--- config.mk ---
export PLATFORM = sky130hd
export DESIGN_NAME = sdram_req_master
export DESIGN_NICKNAME = d
export VERILOG_FILES = /design/src/rtl/sdram_req_master_pkg.sv /design/src/rtl/sdram_req_master_wbuf.sv /design/src/rtl/sdram_req_master.sv
export SDC_FILE = /design/constraint.sdc
export NUM_CORES = 1
export LEC_CHECK = 0
export BUFFER_PORTS_ARGS = -buffer_cell sky130_fd_sc_hd__buf_4
export CORE_ASPECT_RATIO = 2
export CORE_MARGIN = 5
export CORE_UTILIZATION = 40
export CTS_CLUSTER_DIAMETER = 30
export DETAILED_ROUTE_END_ITERATION = 7
export HOLD_SLACK_MARGIN = 0.08
export PLACE_DENSITY = 0.67
export SLEW_MARGIN = 20
export SYNTH_ARGS = -nofsm -noshare
export SYNTH_HDL_FRONTEND = slang
export SYNTH_SLANG_ARGS = --single-unit
--- constraint.sdc ---
create_clock -name clk_100m -period 2 [get_ports clk_100m]
set_input_delay 0.4 -clock clk_100m [delete_from_list [all_inputs] [get_ports clk_100m]]
set_output_delay 0.4 -clock clk_100m [all_outputs]
set_load 0.1 [all_outputs]
--- src/rtl/sdram_req_master_pkg.sv ---
// rtl/sdram_req_master_pkg.sv - shared states and defaults for the SDRAM request master
package sdram_req_master_pkg;

    localparam int BURST_LEN_DEF = 8;
    localparam int TIMEOUT_DEF   = 1023;
    localparam int CW_DEF        = 10;

    // Request master states
    typedef enum logic [2:0] {
        S_INIT,
        S_IDLE,
        S_WREQ,
        S_WDATA,
        S_WACK,
        S_RREQ,
        S_RDATA,
        S_ERR
    } state_t;

    // Controller-side work-state codes (sdram_ctrl)
    localparam logic [3:0] W_IDLE   = 4'd0;
    localparam logic [3:0] W_ACTIVE = 4'd1;
    localparam logic [3:0] W_TRCD   = 4'd2;
    localparam logic [3:0] W_READ   = 4'd3;
    localparam logic [3:0] W_WRITE  = 4'd4;
    localparam logic [3:0] W_PRE    = 4'd5;

    // Controller-side init-state codes (sdram_ctrl)
    localparam logic [3:0] I_NOP    = 4'd0;
    localparam logic [3:0] I_PRE    = 4'd1;
    localparam logic [3:0] I_AR     = 4'd2;
    localparam logic [3:0] I_MRS    = 4'd3;
    localparam logic [3:0] I_DONE   = 4'd4;

endpackage

--- src/rtl/sdram_req_master_wbuf.sv ---
// rtl/sdram_req_master_wbuf.sv - BURST_LEN x 8 write buffer with push, full and indexed read
//   i_clk, i_rst      : clock, synchronous active-high reset
//   i_push_en         : pushes are accepted only while high
//   i_push/i_push_data: load one byte at the current count
//   i_clear           : drop all buffered bytes
//   i_rd_idx/o_rd_data: combinational indexed read
//   o_full            : BURST_LEN bytes loaded
module sdram_wbuf #(
    parameter int BURST_LEN = 8,
    parameter int IW        = $clog2(BURST_LEN) + 1
) (
    input  logic          i_clk,
    input  logic          i_rst,
    input  logic          i_push_en,
    input  logic          i_push,
    input  logic [7:0]    i_push_data,
    input  logic          i_clear,
    input  logic [IW-1:0] i_rd_idx,
    output logic [7:0]    o_rd_data,
    output logic          o_full
);

    logic [7:0]    r_mem [BURST_LEN];
    logic [IW-1:0] r_count;

    assign o_full    = (r_count == IW'(BURST_LEN));
    // The index wraps to slot 0 once it reaches BURST_LEN; the top gates the byte then.
    assign o_rd_data = r_mem[i_rd_idx[IW-2:0]];

    always_ff @(posedge i_clk) begin
        if (i_rst || i_clear) begin
            r_count <= '0;
        end else if (i_push && i_push_en && !o_full) begin
            r_mem[r_count[IW-2:0]] <= i_push_data;
            r_count                <= r_count + IW'(1);
        end
    end

endmodule

--- src/rtl/sdram_req_master.sv ---
// rtl/sdram_req_master.sv - host-side initiator of the SDRAM controller request/ack interface
//   clk_100m, rst            : clock, synchronous active-high reset
//   sdram_init_done          : controller ready; gates leaving S_INIT
//   sdram_wr_req/rd_req      : requests to the controller (never both high)
//   sdram_wr_ack/rd_ack      : write done level / read byte strobe
//   sd_wr_data_en/sdwr_bytes : controller write-byte consume strobe and byte
//   sdrd_bytes               : read byte from controller
//   wbuf_push/data/full      : host write-buffer load
//   cmd_valid/wr/ready       : host command handshake
//   rd_data/rd_valid         : read bytes to host, one cycle after each ack
//   done/err/busy            : completion pulse, timeout pulse, burst in flight
module sdram_req_master
    import sdram_req_master_pkg::*;
#(
    parameter int BURST_LEN = BURST_LEN_DEF,
    parameter int TIMEOUT   = TIMEOUT_DEF,
    parameter int CW        = CW_DEF
) (
    input  logic       clk_100m,
    input  logic       rst,
    input  logic       sdram_init_done,
    output logic       sdram_wr_req,
    output logic       sdram_rd_req,
    input  logic       sdram_wr_ack,
    input  logic       sdram_rd_ack,
    input  logic       sd_wr_data_en,
    output logic [7:0] sdwr_bytes,
    input  logic [7:0] sdrd_bytes,
    input  logic       wbuf_push,
    input  logic [7:0] wbuf_data,
    output logic       wbuf_full,
    input  logic       cmd_valid,
    input  logic       cmd_wr,
    output logic       cmd_ready,
    output logic [7:0] rd_data,
    output logic       rd_valid,
    output logic       done,
    output logic       err,
    output logic       busy
);

    localparam int            IW      = $clog2(BURST_LEN) + 1;
    localparam logic [IW-1:0] IDX_LST = IW'(BURST_LEN - 1);
    localparam logic [CW-1:0] CNT_MAX = CW'(TIMEOUT);
    localparam logic [CW-1:0] CNT_LST = CW'(TIMEOUT - 1);

    state_t        r_state;
    logic [IW-1:0] r_idx;
    logic [CW-1:0] r_cnt;
    logic          r_wr_req;
    logic          r_rd_req;
    logic          r_done;
    logic          r_err;
    logic          r_rd_valid;
    logic [7:0]    r_rd_data;

    logic          w_push_en;
    logic          w_clear;
    logic [7:0]    w_wbuf_byte;
    logic          w_timeout;
    logic [CW-1:0] w_cnt_inc;
    state_t        w_home;

    // Where a finished burst returns: losing init_done sends us back to S_INIT.
    assign w_home    = sdram_init_done ? S_IDLE : S_INIT;
    assign cmd_ready = (r_state == S_IDLE) && sdram_init_done && (cmd_wr ? wbuf_full : 1'b1);
    assign w_push_en = (r_state == S_IDLE);
    assign w_clear   = (r_state == S_ERR) || ((r_state == S_WACK) && sdram_wr_ack);
    // Abort on the cycle the counter would reach TIMEOUT, so a request lasts TIMEOUT cycles.
    assign w_timeout = (r_cnt == CNT_LST);
    assign w_cnt_inc = (r_cnt >= CNT_MAX) ? CNT_MAX : r_cnt + CW'(1);

    assign sdwr_bytes   = ((r_state == S_WREQ) || (r_state == S_WDATA)) ? w_wbuf_byte : 8'h00;
    assign sdram_wr_req = r_wr_req;
    assign sdram_rd_req = r_rd_req;
    assign rd_data      = r_rd_data;
    assign rd_valid     = r_rd_valid;
    assign done         = r_done;
    assign err          = r_err;
    // S_INIT is not a burst, so busy stays low there as well as in S_IDLE.
    assign busy         = (r_state != S_IDLE) && (r_state != S_INIT);

    sdram_wbuf #(
        .BURST_LEN (BURST_LEN),
        .IW        (IW)
    ) u_wbuf (
        .i_clk       (clk_100m),
        .i_rst       (rst),
        .i_push_en   (w_push_en),
        .i_push      (wbuf_push),
        .i_push_data (wbuf_data),
        .i_clear     (w_clear),
        .i_rd_idx    (r_idx),
        .o_rd_data   (w_wbuf_byte),
        .o_full      (wbuf_full)
    );

    always_ff @(posedge clk_100m) begin
        if (rst) begin
            r_state    <= S_INIT;
            r_idx      <= '0;
            r_cnt      <= '0;
            r_wr_req   <= 1'b0;
            r_rd_req   <= 1'b0;
            r_done     <= 1'b0;
            r_err      <= 1'b0;
            r_rd_valid <= 1'b0;
            r_rd_data  <= 8'h00;
        end else begin
            r_done     <= 1'b0;
            r_err      <= 1'b0;
            r_rd_valid <= 1'b0;
            r_cnt      <= '0;
            case (r_state)
                S_INIT: begin
                    if (sdram_init_done) r_state <= S_IDLE;
                end
                S_IDLE: begin
                    r_idx <= '0;
                    if (!sdram_init_done) begin
                        r_state <= S_INIT;
                    end else if (cmd_valid && cmd_ready) begin
                        if (cmd_wr) begin
                            r_state  <= S_WREQ;
                            r_wr_req <= 1'b1;
                        end else begin
                            r_state  <= S_RREQ;
                            r_rd_req <= 1'b1;
                        end
                    end
                end
                S_WREQ: begin
                    // The first strobe already consumes byte 0.
                    if (sd_wr_data_en) begin
                        r_wr_req <= 1'b0;
                        r_idx    <= r_idx + IW'(1);
                        r_state  <= S_WDATA;
                    end else if (sdram_wr_ack || w_timeout) begin
                        r_wr_req <= 1'b0;
                        r_state  <= S_ERR;
                    end else begin
                        r_cnt <= w_cnt_inc;
                    end
                end
                S_WDATA: begin
                    if (sd_wr_data_en) begin
                        r_idx <= r_idx + IW'(1);
                        if (r_idx == IDX_LST) r_state <= S_WACK;
                    end
                end
                S_WACK: begin
                    if (sdram_wr_ack) begin
                        r_done  <= 1'b1;
                        r_idx   <= '0;
                        r_state <= w_home;
                    end else if (w_timeout) begin
                        r_state <= S_ERR;
                    end else begin
                        r_cnt <= w_cnt_inc;
                    end
                end
                S_RREQ: begin
                    if (sdram_rd_ack) begin
                        r_rd_data  <= sdrd_bytes;
                        r_rd_valid <= 1'b1;
                        r_idx      <= IW'(1);
                        r_rd_req   <= 1'b0;
                        r_state    <= S_RDATA;
                    end else if (w_timeout) begin
                        r_rd_req <= 1'b0;
                        r_state  <= S_ERR;
                    end else begin
                        r_cnt <= w_cnt_inc;
                    end
                end
                S_RDATA: begin
                    if (sdram_rd_ack) begin
                        r_rd_data  <= sdrd_bytes;
                        r_rd_valid <= 1'b1;
                        r_idx      <= r_idx + IW'(1);
                        if (r_idx == IDX_LST) begin
                            r_done  <= 1'b1;
                            r_state <= w_home;
                        end
                    end
                end
                S_ERR: begin
                    r_err    <= 1'b1;
                    r_wr_req <= 1'b0;
                    r_rd_req <= 1'b0;
                    r_idx    <= '0;
                    r_state  <= w_home;
                end
                default: r_state <= S_INIT;
            endcase
        end
    end

endmodule

==> implementation parameters, run 1 <==
Parameter                              Value

Route
  Post-DRT Antenna Nets    0
  Via-to-Cell Ratio    5.23
  Routed wirelength normalized by instance count    17.9 um
  First-pass iteration count of the detailed router    5
  Number of DRC violations after detailed-routing iteration 0    141
  Post-detailed-route DRC marker count    0
  Overall routed net length    9910 um
  Vias after detailed routing    2887

Synth
  Net Count, Synth    364
  Cell taking the most area after synthesis    sky130_fd_sc_hd__edfxtp_1
  Post-Syn Area per Cell    13.3 sq um
  Synthesized area    0.00443 sq mm
  Post-synthesis xor/xnor area fraction    0.0119
  Flip-flop and latch count after synthesis    101
  Most frequent cells after synthesis    sky130_fd_sc_hd__edfxtp_1, sky130_fd_sc_hd__nor2_1, sky130_fd_sc_hd__dfxtp_1, sky130_fd_sc_hd__mux2i_1, sky130_fd_sc_hd__nand2_1
  Simple-Gate Fraction of Synth Area    0.128
  Top cell type's share of synthesized area    0.434
  Number of enable-type register cells in the synthesized netlist    64
  Count of cell types in the netlist    63
  Cells after Synth    334
  Yosys Warn Count    0
  Post-synth ARST share    0
  Most used DFF post-synth    sky130_fd_sc_hd__edfxtp_1
  Area fraction in compound gates after synthesis    0.0947
  Adder-cell share of the synthesized area    0.0141
  Fraction of synthesized area in multiplexers    0.122
  Post-synthesis sequential area ratio    0.601
  Area contributors post-synth    sky130_fd_sc_hd__edfxtp_1, sky130_fd_sc_hd__dfxtp_1, sky130_fd_sc_hd__mux4_2
  Combinational family with the most area after synthesis    simple AND/OR/NAND/NOR gates
  Most common cell in the netlist    sky130_fd_sc_hd__edfxtp_1

Timing
  Final WS setup    -0.257 ns
  Worst Hold Slack    0.292 ns
  Max-slew headroom at the worst pin    0.685
  Top achievable clock speed    443 MHz
  Max Clock Skew    0.00979 ns
  Time the final worst path needs with I/O delays and setup    2.26 ns
  Setup repair after global routing missed its margin    yes
  Final hold violation count    0
  Actual transition at the worst max-transition pin    0.470 ns
  Post-route fraction of the period consumed by the critical path    1.13
  Number of slew-limit violations in the final report    0
  Final-layout setup total negative slack    -1.85 ns
  # setup viols final    8

Status
  Violated checks    setup timing
  Outcome    finished, violations left

Critical path
  List of cells traversed by the critical path    buf_12, mux4_2, mux2i_2, nor2_4, buf_12
  Maximum fanout encountered on the critical timing path    8
  Critical path data arrival time    1.86 ns
  Critical path capture point type    primary output
  Cell type group with the largest total delay on the critical path    multiplexers
  Slowest library cell on the worst path    sky130_fd_sc_hd__mux4_2
  Type of element launching the critical path    flop
  Number of buffers and inverters on the critical path    2
  Data required, critical path    1.60 ns
  Largest incremental delay on the critical path    0.53 ns
  Crit path kind    flop to primary output
  Most frequent cell on the critical path    sky130_fd_sc_hd__buf_12

Final layout
  Ant. Diodes    0
  Share of cells above drive strength 1    0.362
  Final Util    0.527
  Non-filler instance count after layout    552
  Final non-filler cell area    0.00574 sq mm
  Signed area change from the synthesized netlist to the final layout    29.5%
  Filler instances    882
  Total number of nets in the final design    437

Power and ir drop
  Part of the power in registers    0.367
  Int Pwr    4.33 mW
  Post-route total power    6.51 mW
  Power Density    1130 mW/mm^2
  Combinational cell fraction of total power    0.356
  Clock power frac    0.278
  Sw Share    0.334
  Net switching power    2.18 mW
  VDD IR-drop max    0.000668 V
  Leakage    1.96 nW

Clock network
  Hold-fix buffers, CTS    0
  Clock-pin slew reported for the worst setup and hold paths after clock tree synthesis    0.08 ns
  Master cell of the clock root buffer    sky130_fd_sc_hd__clkbuf_16
  Post-CTS setup buffers    0
  TritonCTS clock tree    yes
  Clock latency on the worst-skew pair    0.34 ns
  Number of buffers inserted during clock tree synthesis    9
  Number of clock sinks    101
  Maximum root-to-sink buffer count    2
  H-tree Lvls    3

Floorplan
  Width of the die    84.4 um
  Starting density of the core    0.407
  Overall die area    0.0134 sq mm
  Placeable Area    0.0109 sq mm
  FP Rows    54
  Height of the die    159 um
  I/O pin count    49

Global routing
  Initial antenna violation count    0
  Pin count of the biggest net entering global routing    23
  Via count of the first global-routing pass    3103
  Global-route wire length before repair    16000 um
  Global route overflow    0
  Tot GR Track Use    0.154

Placed design
  Half-perimeter wire length after placement    7290 um
  Area after DPL    0.00518 sq mm
  Worst setup timing slack at the placement stage    0.0104 ns
  Placed cell count    535
  IO Port Bufs    48
  Final estimated routing congestion in global placement    0.909

Hold path
  Worst hold path class    input pin to flop

Run
  Maximum capacitance violations    0
==> path summary, 6_finish.rpt <==
check / slack [ns] / start / end / depth (start not counted)
worst max-delay path: -0.26 / flop / sdwr_bytes[0] / 5
worst max register to register: 0.12 / r_state[1] / u_wbuf.r_mem[0][2] / 6
worst min register to register: 0.51 / rd_data[0] / rd_data[0] / 2
worst min-delay path: 0.29 / wbuf_data[5] / u_wbuf.r_mem[6][5] / 1
==> state kept, by name, summed over array words and instances (netlist names), named ones only <==
| signal | flops |
|---|---|
| err | 1 |
| r_state | 3 |
| rd_data | 8 |
| u_wbuf.r_count | 4 |
| sdram_wr_req | 1 |
| rd_valid | 1 |
| r_idx | 4 |
| sdram_rd_req | 1 |
| done | 1 |
| r_cnt | 10 |
| u_wbuf.r_mem | 64 |
==> kinds of logic (layout without fill, tap and decap cells) <==
family                     count (synthesis)  count (layout)
xor gates and xnor gates                   6               6
buffers and inverters                     22             100
and+or+nand+nor                          110             110
AOI/OAI and AO/OA                         56              56
muxes                                     34              34
adders and majority gates                  5               5
DFF                                      101             101
==> cell usage in the layout (no fill, tap or decap), types with 4 or more instances in the layout <==
| master | instances |
|---|---|
| sky130_fd_sc_hd__nor2b_1 | 6 |
| sky130_fd_sc_hd__inv_1 | 6 |
| sky130_fd_sc_hd__xor2_1 | 4 |
| sky130_fd_sc_hd__mux2i_1 | 10 |
| sky130_fd_sc_hd__o21ai_0 | 7 |
| sky130_fd_sc_hd__mux4_2 | 16 |
| sky130_fd_sc_hd__nand2_1 | 17 |
| sky130_fd_sc_hd__buf_12 | 12 |
| sky130_fd_sc_hd__nor2_4 | 8 |
| sky130_fd_sc_hd__dfxtp_1 | 36 |
| sky130_fd_sc_hd__nor3_1 | 4 |
| sky130_fd_sc_hd__buf_4 | 61 |
| sky130_fd_sc_hd__mux2i_2 | 5 |
| sky130_fd_sc_hd__a21oi_1 | 10 |
| sky130_fd_sc_hd__a31oi_1 | 5 |
| sky130_fd_sc_hd__edfxtp_1 | 64 |
| sky130_fd_sc_hd__nor2_1 | 32 |
| sky130_fd_sc_hd__clkbuf_16 | 9 |
| sky130_fd_sc_hd__ha_1 | 5 |
| sky130_fd_sc_hd__nand2b_1 | 4 |
| sky130_fd_sc_hd__nand3_1 | 11 |
==> area by class of cell <==
type / count / area [sq um] / share of cell area
flip-flops and latches: 101 / 2670 / 0.465
multi-input cells: 211 / 1790 / 0.312
repair buffers: 77 / 759 / 0.132
clock buffers: 9 / 225 / 0.0393
well taps: 140 / 175 / 0.0305
clock inverters: 7 / 93.8 / 0.0164
inverters: 7 / 26.3 / 0.00458
==> metal layers <==
layer  vias to the layer above  part of all wire  track usage
met3                        15             0.029       0.0275
met2                        61              0.60        0.306
li1                       1402                 -            -
met5                         -                 0            0
met4                         0             0.024       0.0576
met1                      1409              0.35        0.151
==> worst reg2reg max path, stage by stage, from the launching register on <==
cell,delay [ns]
sky130_fd_sc_hd__dfxtp_1,0.35
sky130_fd_sc_hd__nand2b_2,0.22
sky130_fd_sc_hd__nor3b_4,0.23
sky130_fd_sc_hd__nand2_2,0.10
sky130_fd_sc_hd__or3_4,0.38
sky130_fd_sc_hd__nor3_4,0.14
sky130_fd_sc_hd__buf_6,0.18
==> power groups by stage <==
| stage | Sequential (mW) | Combinational (mW) | Clock, mW |
|---|---|---|---|
| 2_1_floorplan | 2.46 | 1.51 | 0 |
| 3_3_place_gp | 2.41 | 2.00 | 0 |
| 3_5_place_dp | 2.41 | 2.03 | 0 |
| 4_1_cts | 2.39 | 2.26 | 1.85 |
| 5_1_grt | 2.40 | 2.47 | 1.94 |
| 6_report | 2.39 | 2.31 | 1.81 |
==> repair_timing <==
action | CTS | global route
gates cloned | 1 | 0
resized for setup | 38 | 11
setup endpoints to repair | 9 | 27
pin swaps | 3 | 1
(Power assumes the default switching activity.)
==> run 2, diff against run 1 <==
--- a/config.mk
+++ b/config.mk
@@ -13,6 +13,7 @@
 export DETAILED_ROUTE_END_ITERATION = 7
 export HOLD_SLACK_MARGIN = 0.08
 export PLACE_DENSITY = 0.67
+export SKIP_CTS_REPAIR_TIMING = 1
 export SLEW_MARGIN = 20
 export SYNTH_ARGS = -nofsm -noshare
 export SYNTH_HDL_FRONTEND = slang
==> implementation parameters, run 2 (synthesized netlist as in run 1, its figures left out) <==
Parameter                              Value

Status
  Outcome    finished, violations left
  Violated checks    setup timing

Critical path
  Crit path kind    flop to primary output
  Depth of the worst register-to-register path    6 (unchanged)
  R2r setup slk    0.11 ns (about the same)
  Critical path data arrival time    1.84 ns (-0.02 ns)
  Type of element launching the critical path    flop
  Maximum fanout encountered on the critical timing path    8 (unchanged)
  Data required, critical path    1.60 ns (about the same)
  Reg-to-reg endpoint    u_wbuf.r_mem[0][2]
  Critical path capture point type    primary output
  Startpoint of the most critical register-to-register path    r_state[1]

Timing
  Actual transition at the worst max-transition pin    0.491 ns (+0.0206 ns)
  Final hold violation count    0 (unchanged)
  Post-route fraction of the period consumed by the critical path    1.12 (-0.00624)
  Worst Hold Slack    0.292 ns (-0.00000900 ns)
  Max Clock Skew    0.0114 ns (+0.00158 ns)
  Setup repair after global routing missed its margin    yes
  Time the final worst path needs with I/O delays and setup    2.24 ns (-0.0125 ns)
  Top achievable clock speed    445 MHz (+0.56%)
  # setup viols final    8 (unchanged)
  Max-slew headroom at the worst pin    0.671 (-0.0138)
  Final-layout setup total negative slack    -1.81 ns (+0.0398 ns)
  Number of slew-limit violations in the final report    0 (unchanged)
  Final WS setup    -0.245 ns (+0.0125 ns)

Placed design
  Half-perimeter wire length after placement    7290 um (unchanged)
  Area after DPL    0.00518 sq mm (unchanged)
  IO Port Bufs    48 (unchanged)
  Worst setup timing slack at the placement stage    0.0104 ns (unchanged)
  Final estimated routing congestion in global placement    0.909 (unchanged)
  Placed cell count    535 (unchanged)

Final layout
  Final Util    0.527 (about the same)
  Commonest non-fill, non-tap cells in the layout    sky130_fd_sc_hd__edfxtp_1, sky130_fd_sc_hd__buf_4, sky130_fd_sc_hd__dfxtp_1, sky130_fd_sc_hd__nor2_1, sky130_fd_sc_hd__nand2_1
  Ant. Diodes    0 (unchanged)
  Total number of nets in the final design    437 (unchanged)
  Most common cell after layout, fill and taps aside    sky130_fd_sc_hd__edfxtp_1
  Final non-filler cell area    0.00573 sq mm (about the same)
  Largest register FFs    64 (unchanged)
  Filler instances    884 (+0.23%)
  Share of cells above drive strength 1    0.362 (unchanged)
  Non-filler instance count after layout    552 (unchanged)
  Signed area change from the synthesized netlist to the final layout    29.5% (about the same)

Floorplan
  Placeable Area    0.0109 sq mm (unchanged)
  Overall die area    0.0134 sq mm (unchanged)
  I/O pin count    49 (unchanged)
  FP Rows    54 (unchanged)
  Width of the die    84.4 um (unchanged)
  Height of the die    159 um (unchanged)
  Starting density of the core    0.407 (unchanged)

Run
  Maximum capacitance violations    0 (unchanged)

Clock network
  Clock latency on the worst-skew pair    0.34 ns (about the same)
  Maximum root-to-sink buffer count    2 (unchanged)
  H-tree Lvls    3 (unchanged)
  Master cell of the clock root buffer    sky130_fd_sc_hd__clkbuf_16
  Number of clock sinks    101 (unchanged)
  Number of buffers inserted during clock tree synthesis    9 (unchanged)
  Clock-pin slew reported for the worst setup and hold paths after clock tree synthesis    0.08 ns (about the same)
  TritonCTS clock tree    yes

Route
  Routed wirelength normalized by instance count    17.9 um (-0.39%)
  Post-DRT Antenna Nets    0 (unchanged)
  Overall routed net length    9870 um (-0.39%)
  First-pass iteration count of the detailed router    4 (-1)
  Vias after detailed routing    2898 (+0.38%)
  Post-detailed-route DRC marker count    0 (unchanged)
  Via-to-Cell Ratio    5.25 (+0.38%)
  Number of DRC violations after detailed-routing iteration 0    146 (+3.5%)

Global routing
  Pin count of the biggest net entering global routing    23 (unchanged)
  Initial antenna violation count    0 (unchanged)
  Global route overflow    0 (unchanged)
  Global-route wire length before repair    15600 um (-2.8%)
  Via count of the first global-routing pass    3085 (-0.58%)
  Tot GR Track Use    0.148 (-0.00547)

Hold path
  Worst hold path class    input pin to flop
  Min-Delay Endpoint    u_wbuf.r_mem[6][5]
  Number of stages on the worst hold path    1 (unchanged)
  Launch point of the worst hold path    wbuf_data[5]

Power and ir drop
  Post-route total power    6.49 mW (-0.29%)
  Leakage    1.96 nW (about the same)
  Power Density    1130 mW/mm^2 (-0.25%)
  VDD IR-drop max    0.000638 V (-4.5%)
## run 2: changes by cell type in the layout (fill, tap and decap cells not counted)
cell and delta:
sky130_fd_sc_hd__buf_16 -1, sky130_fd_sc_hd__clkbuf_16 +1
## run 2: worst max path at each step
stage	to	slack (ns)	depth (start not counted)
after global routing	sdwr_bytes[4]	-0.33	5
final	sdwr_bytes[4]	-0.24	5
after global placement	sdwr_bytes[3]	0.03	5
after CTS	sdwr_bytes[0]	-0.36	5
after floorplan	u_wbuf.r_mem[1][0]	-0.10	6
after detailed placement	sdwr_bytes[0]	0.01	5
## run 2: cell type report
cell class,instances,area [sq um],area share
well taps,140,175,0.0306
flip-flops and latches,101,2670,0.465
multi-input cells,211,1790,0.312
repair buffers,77,757,0.132
inverters,7,26.3,0.00458
clock buffers,9,225,0.0393
clock inverters,7,93.8,0.0164
## run 2: worst max-delay path: stages, from the launching register on
cell                        delay [ns]
sky130_fd_sc_hd__dfxtp_4          0.37
sky130_fd_sc_hd__clkbuf_16        0.17
sky130_fd_sc_hd__mux4_2           0.52
sky130_fd_sc_hd__mux2i_2          0.22
sky130_fd_sc_hd__nor2_4           0.06
sky130_fd_sc_hd__buf_12           0.17
## run 2: power breakdown
part | leakage [nW] | internal, mW | total, mW | switching (mW)
clock network | 0.153 | 1.00 | 1.80 | 0.798
logic | 0.931 | 1.01 | 2.30 | 1.29
registers | 0.875 | 2.31 | 2.38 | 0.0749
## run 2: routing by layer
layer	GRT usage	up-vias	routed length [um]
met5	0	-	0
met4	0.0620	0	270
met3	0.0275	18	271
met2	0.293	59	5960
met1	0.144	1421	3370
li1	-	1400	-
==> run 3, diff against run 2 <==
--- a/config.mk
+++ b/config.mk
@@ -7,7 +7,6 @@
 export LEC_CHECK = 0
 export BUFFER_PORTS_ARGS = -buffer_cell sky130_fd_sc_hd__buf_4
 export CORE_ASPECT_RATIO = 2
-export CORE_MARGIN = 5
 export CORE_UTILIZATION = 40
 export CTS_CLUSTER_DIAMETER = 30
 export DETAILED_ROUTE_END_ITERATION = 7
==> implementation parameters, run 3 (synthesized netlist as in run 1, its figures left out) <==
Parameter                              Value

Critical path
  Startpoint of the most critical register-to-register path    r_state[1]
  Critical path data arrival time    1.83 ns (about the same)
  Type of element launching the critical path    flop
  Largest incremental delay on the critical path    0.54 ns (+0.02 ns)
  List of cells traversed by the critical path    clkbuf_16, mux4_2, mux2i_4, nor2_4, buf_12
  Data required, critical path    1.60 ns (about the same)
  Critical path capture point type    primary output
  Slowest library cell on the worst path    sky130_fd_sc_hd__mux4_2
  Maximum fanout encountered on the critical timing path    8 (unchanged)
  Reg-to-reg endpoint    u_wbuf.r_mem[0][3]
  Crit path kind    flop to primary output
  Depth of the worst register-to-register path    6 (unchanged)
  R2r setup slk    0.10 ns (about the same)

Clock network
  Master cell of the clock root buffer    sky130_fd_sc_hd__clkbuf_16
  Clock latency on the worst-skew pair    0.34 ns (about the same)
  H-tree Lvls    3 (unchanged)
  Number of clock sinks    101 (unchanged)
  Number of buffers inserted during clock tree synthesis    9 (unchanged)
  Clock-pin slew reported for the worst setup and hold paths after clock tree synthesis    0.07 ns (about the same)
  TritonCTS clock tree    yes
  Maximum root-to-sink buffer count    2 (unchanged)

Power and ir drop
  Leakage    1.97 nW (+0.62%)
  VDD IR-drop max    0.000738 V (+16%)
  Power Density    1130 mW/mm^2 (+0.27%)
  Post-route total power    6.52 mW (+0.57%)

Run
  Maximum capacitance violations    0 (unchanged)

Floorplan
  Placeable Area    0.0108 sq mm (-0.62%)
  Starting density of the core    0.410 (+0.00254)
  Height of the die    151 um (-5.0%)
  I/O pin count    49 (unchanged)
  Overall die area    0.0115 sq mm (-14%)
  FP Rows    54 (unchanged)
  Width of the die    76.4 um (-9.5%)

Placed design
  Worst setup timing slack at the placement stage    0.0248 ns (+0.0143 ns)
  IO Port Bufs    48 (unchanged)
  Half-perimeter wire length after placement    7060 um (-3.1%)
  Final estimated routing congestion in global placement    0.881 (-3.2%)
  Placed cell count    533 (-0.37%)
  Area after DPL    0.00517 sq mm (-0.29%)

Route
  Detailed-route wire length on metal 1    3260 um (-3.4%)
  Vias after detailed routing    2904 (+0.21%)
  Routed wire length on met3    246 um (-9.2%)
  Number of DRC violations after detailed-routing iteration 0    196 (+34%)
  Post-detailed-route DRC marker count    0 (unchanged)
  Via-to-Cell Ratio    5.26 (+0.21%)
  Met2 Routed Length    5710 um (-4.1%)
  Post-DRT Antenna Nets    0 (unchanged)
  Routed wirelength normalized by instance count    17.2 um (-4.0%)
  Overall routed net length    9470 um (-4.0%)
  Topmost layer with routed signal wires    met4
  First-pass iteration count of the detailed router    4 (unchanged)

Timing
  Actual transition at the worst max-transition pin    0.463 ns (-0.0276 ns)
  Post-route fraction of the period consumed by the critical path    1.12 (-0.00622)
  # setup viols final    8 (unchanged)
  Max Clock Skew    0.00604 ns (-0.00532 ns)
  Setup repair after global routing missed its margin    yes
  Number of slew-limit violations in the final report    0 (unchanged)
  Time the final worst path needs with I/O delays and setup    2.23 ns (-0.0124 ns)
  Max-slew headroom at the worst pin    0.691 (+0.0202)
  Top achievable clock speed    448 MHz (+0.56%)
  Final hold violation count    0 (unchanged)
  Worst Hold Slack    0.289 ns (-0.00389 ns)
  Final WS setup    -0.232 ns (+0.0124 ns)
  Final-layout setup total negative slack    -1.58 ns (+0.234 ns)

Final layout
  Final Util    0.532 (+0.00491)
  Total number of nets in the final design    437 (unchanged)
  Final non-filler cell area    0.00575 sq mm (+0.31%)
  Non-filler instance count after layout    552 (unchanged)
  Ant. Diodes    0 (unchanged)
  Largest register FFs    64 (unchanged)
  Most common cell after layout, fill and taps aside    sky130_fd_sc_hd__edfxtp_1
  Share of cells above drive strength 1    0.367 (+0.00485)
  Signed area change from the synthesized netlist to the final layout    29.9%
  Commonest non-fill, non-tap cells in the layout    sky130_fd_sc_hd__edfxtp_1, sky130_fd_sc_hd__buf_4, sky130_fd_sc_hd__dfxtp_1, sky130_fd_sc_hd__nor2_1, sky130_fd_sc_hd__nand2_1

Hold path
  Worst hold path class    input pin to flop
  Min-Delay Endpoint    u_wbuf.r_mem[2][5]
  Launch point of the worst hold path    wbuf_data[5]
  Number of stages on the worst hold path    1 (unchanged)

Global routing
  Via count of the first global-routing pass    2956 (-4.2%)
  Tot GR Track Use    0.168 (+0.0197)
  Global-route wire length before repair    14500 um (-6.9%)
  Global route overflow    0 (unchanged)
  Initial antenna violation count    0 (unchanged)
  Pin count of the biggest net entering global routing    19 (-17%)

Status
  Outcome    finished, violations left
  Violated checks    setup timing
## run 3: worst max path at each step
stage / from / endpoint / slack [ns] / cells past startpoint
final: flop / sdwr_bytes[7] / -0.23 / 5
after global routing: flop / sdwr_bytes[7] / -0.29 / 5
after CTS: flop / sdwr_bytes[7] / -0.35 / 5
after detailed placement: flop / sdwr_bytes[7] / 0.02 / 5
after global placement: flop / sdwr_bytes[5] / 0.03 / 5
after floorplan: u_wbuf.r_count[0] / u_wbuf.r_mem[1][0] / -0.10 / 6
## run 3: area by class of cell
cell class	instances	area, sq um
fillers	916	5060
flip-flops and latches	101	2670
multi-input cells	211	1810
repair buffers	77	751
clock buffers	9	225
well taps	140	175
clock inverters	7	95.1
inverters	7	26.3
## run 3: where the power goes
group	switching [mW]	internal, mW	total [mW]
Clock	0.727	1.10	1.83
Sequential	0.100	2.31	2.41
Combinational	1.27	1.02	2.28
## run 3: routing by layer
metal | global-route usage | up-vias
met4 | 0.0760 | 0
met2 | 0.347 | 81
met1 | 0.159 | 1398
li1 | - | 1402
met3 | 0.0217 | 23
met5 | 0 | -
## run 3: critical path: cells and delay by family, from the launching register on
kind / cells / cell delay, ns
flops: 1 / 0.37
mux: 2 / 0.74
simple gates: 1 / 0.05
buf+inv: 2 / 0.33
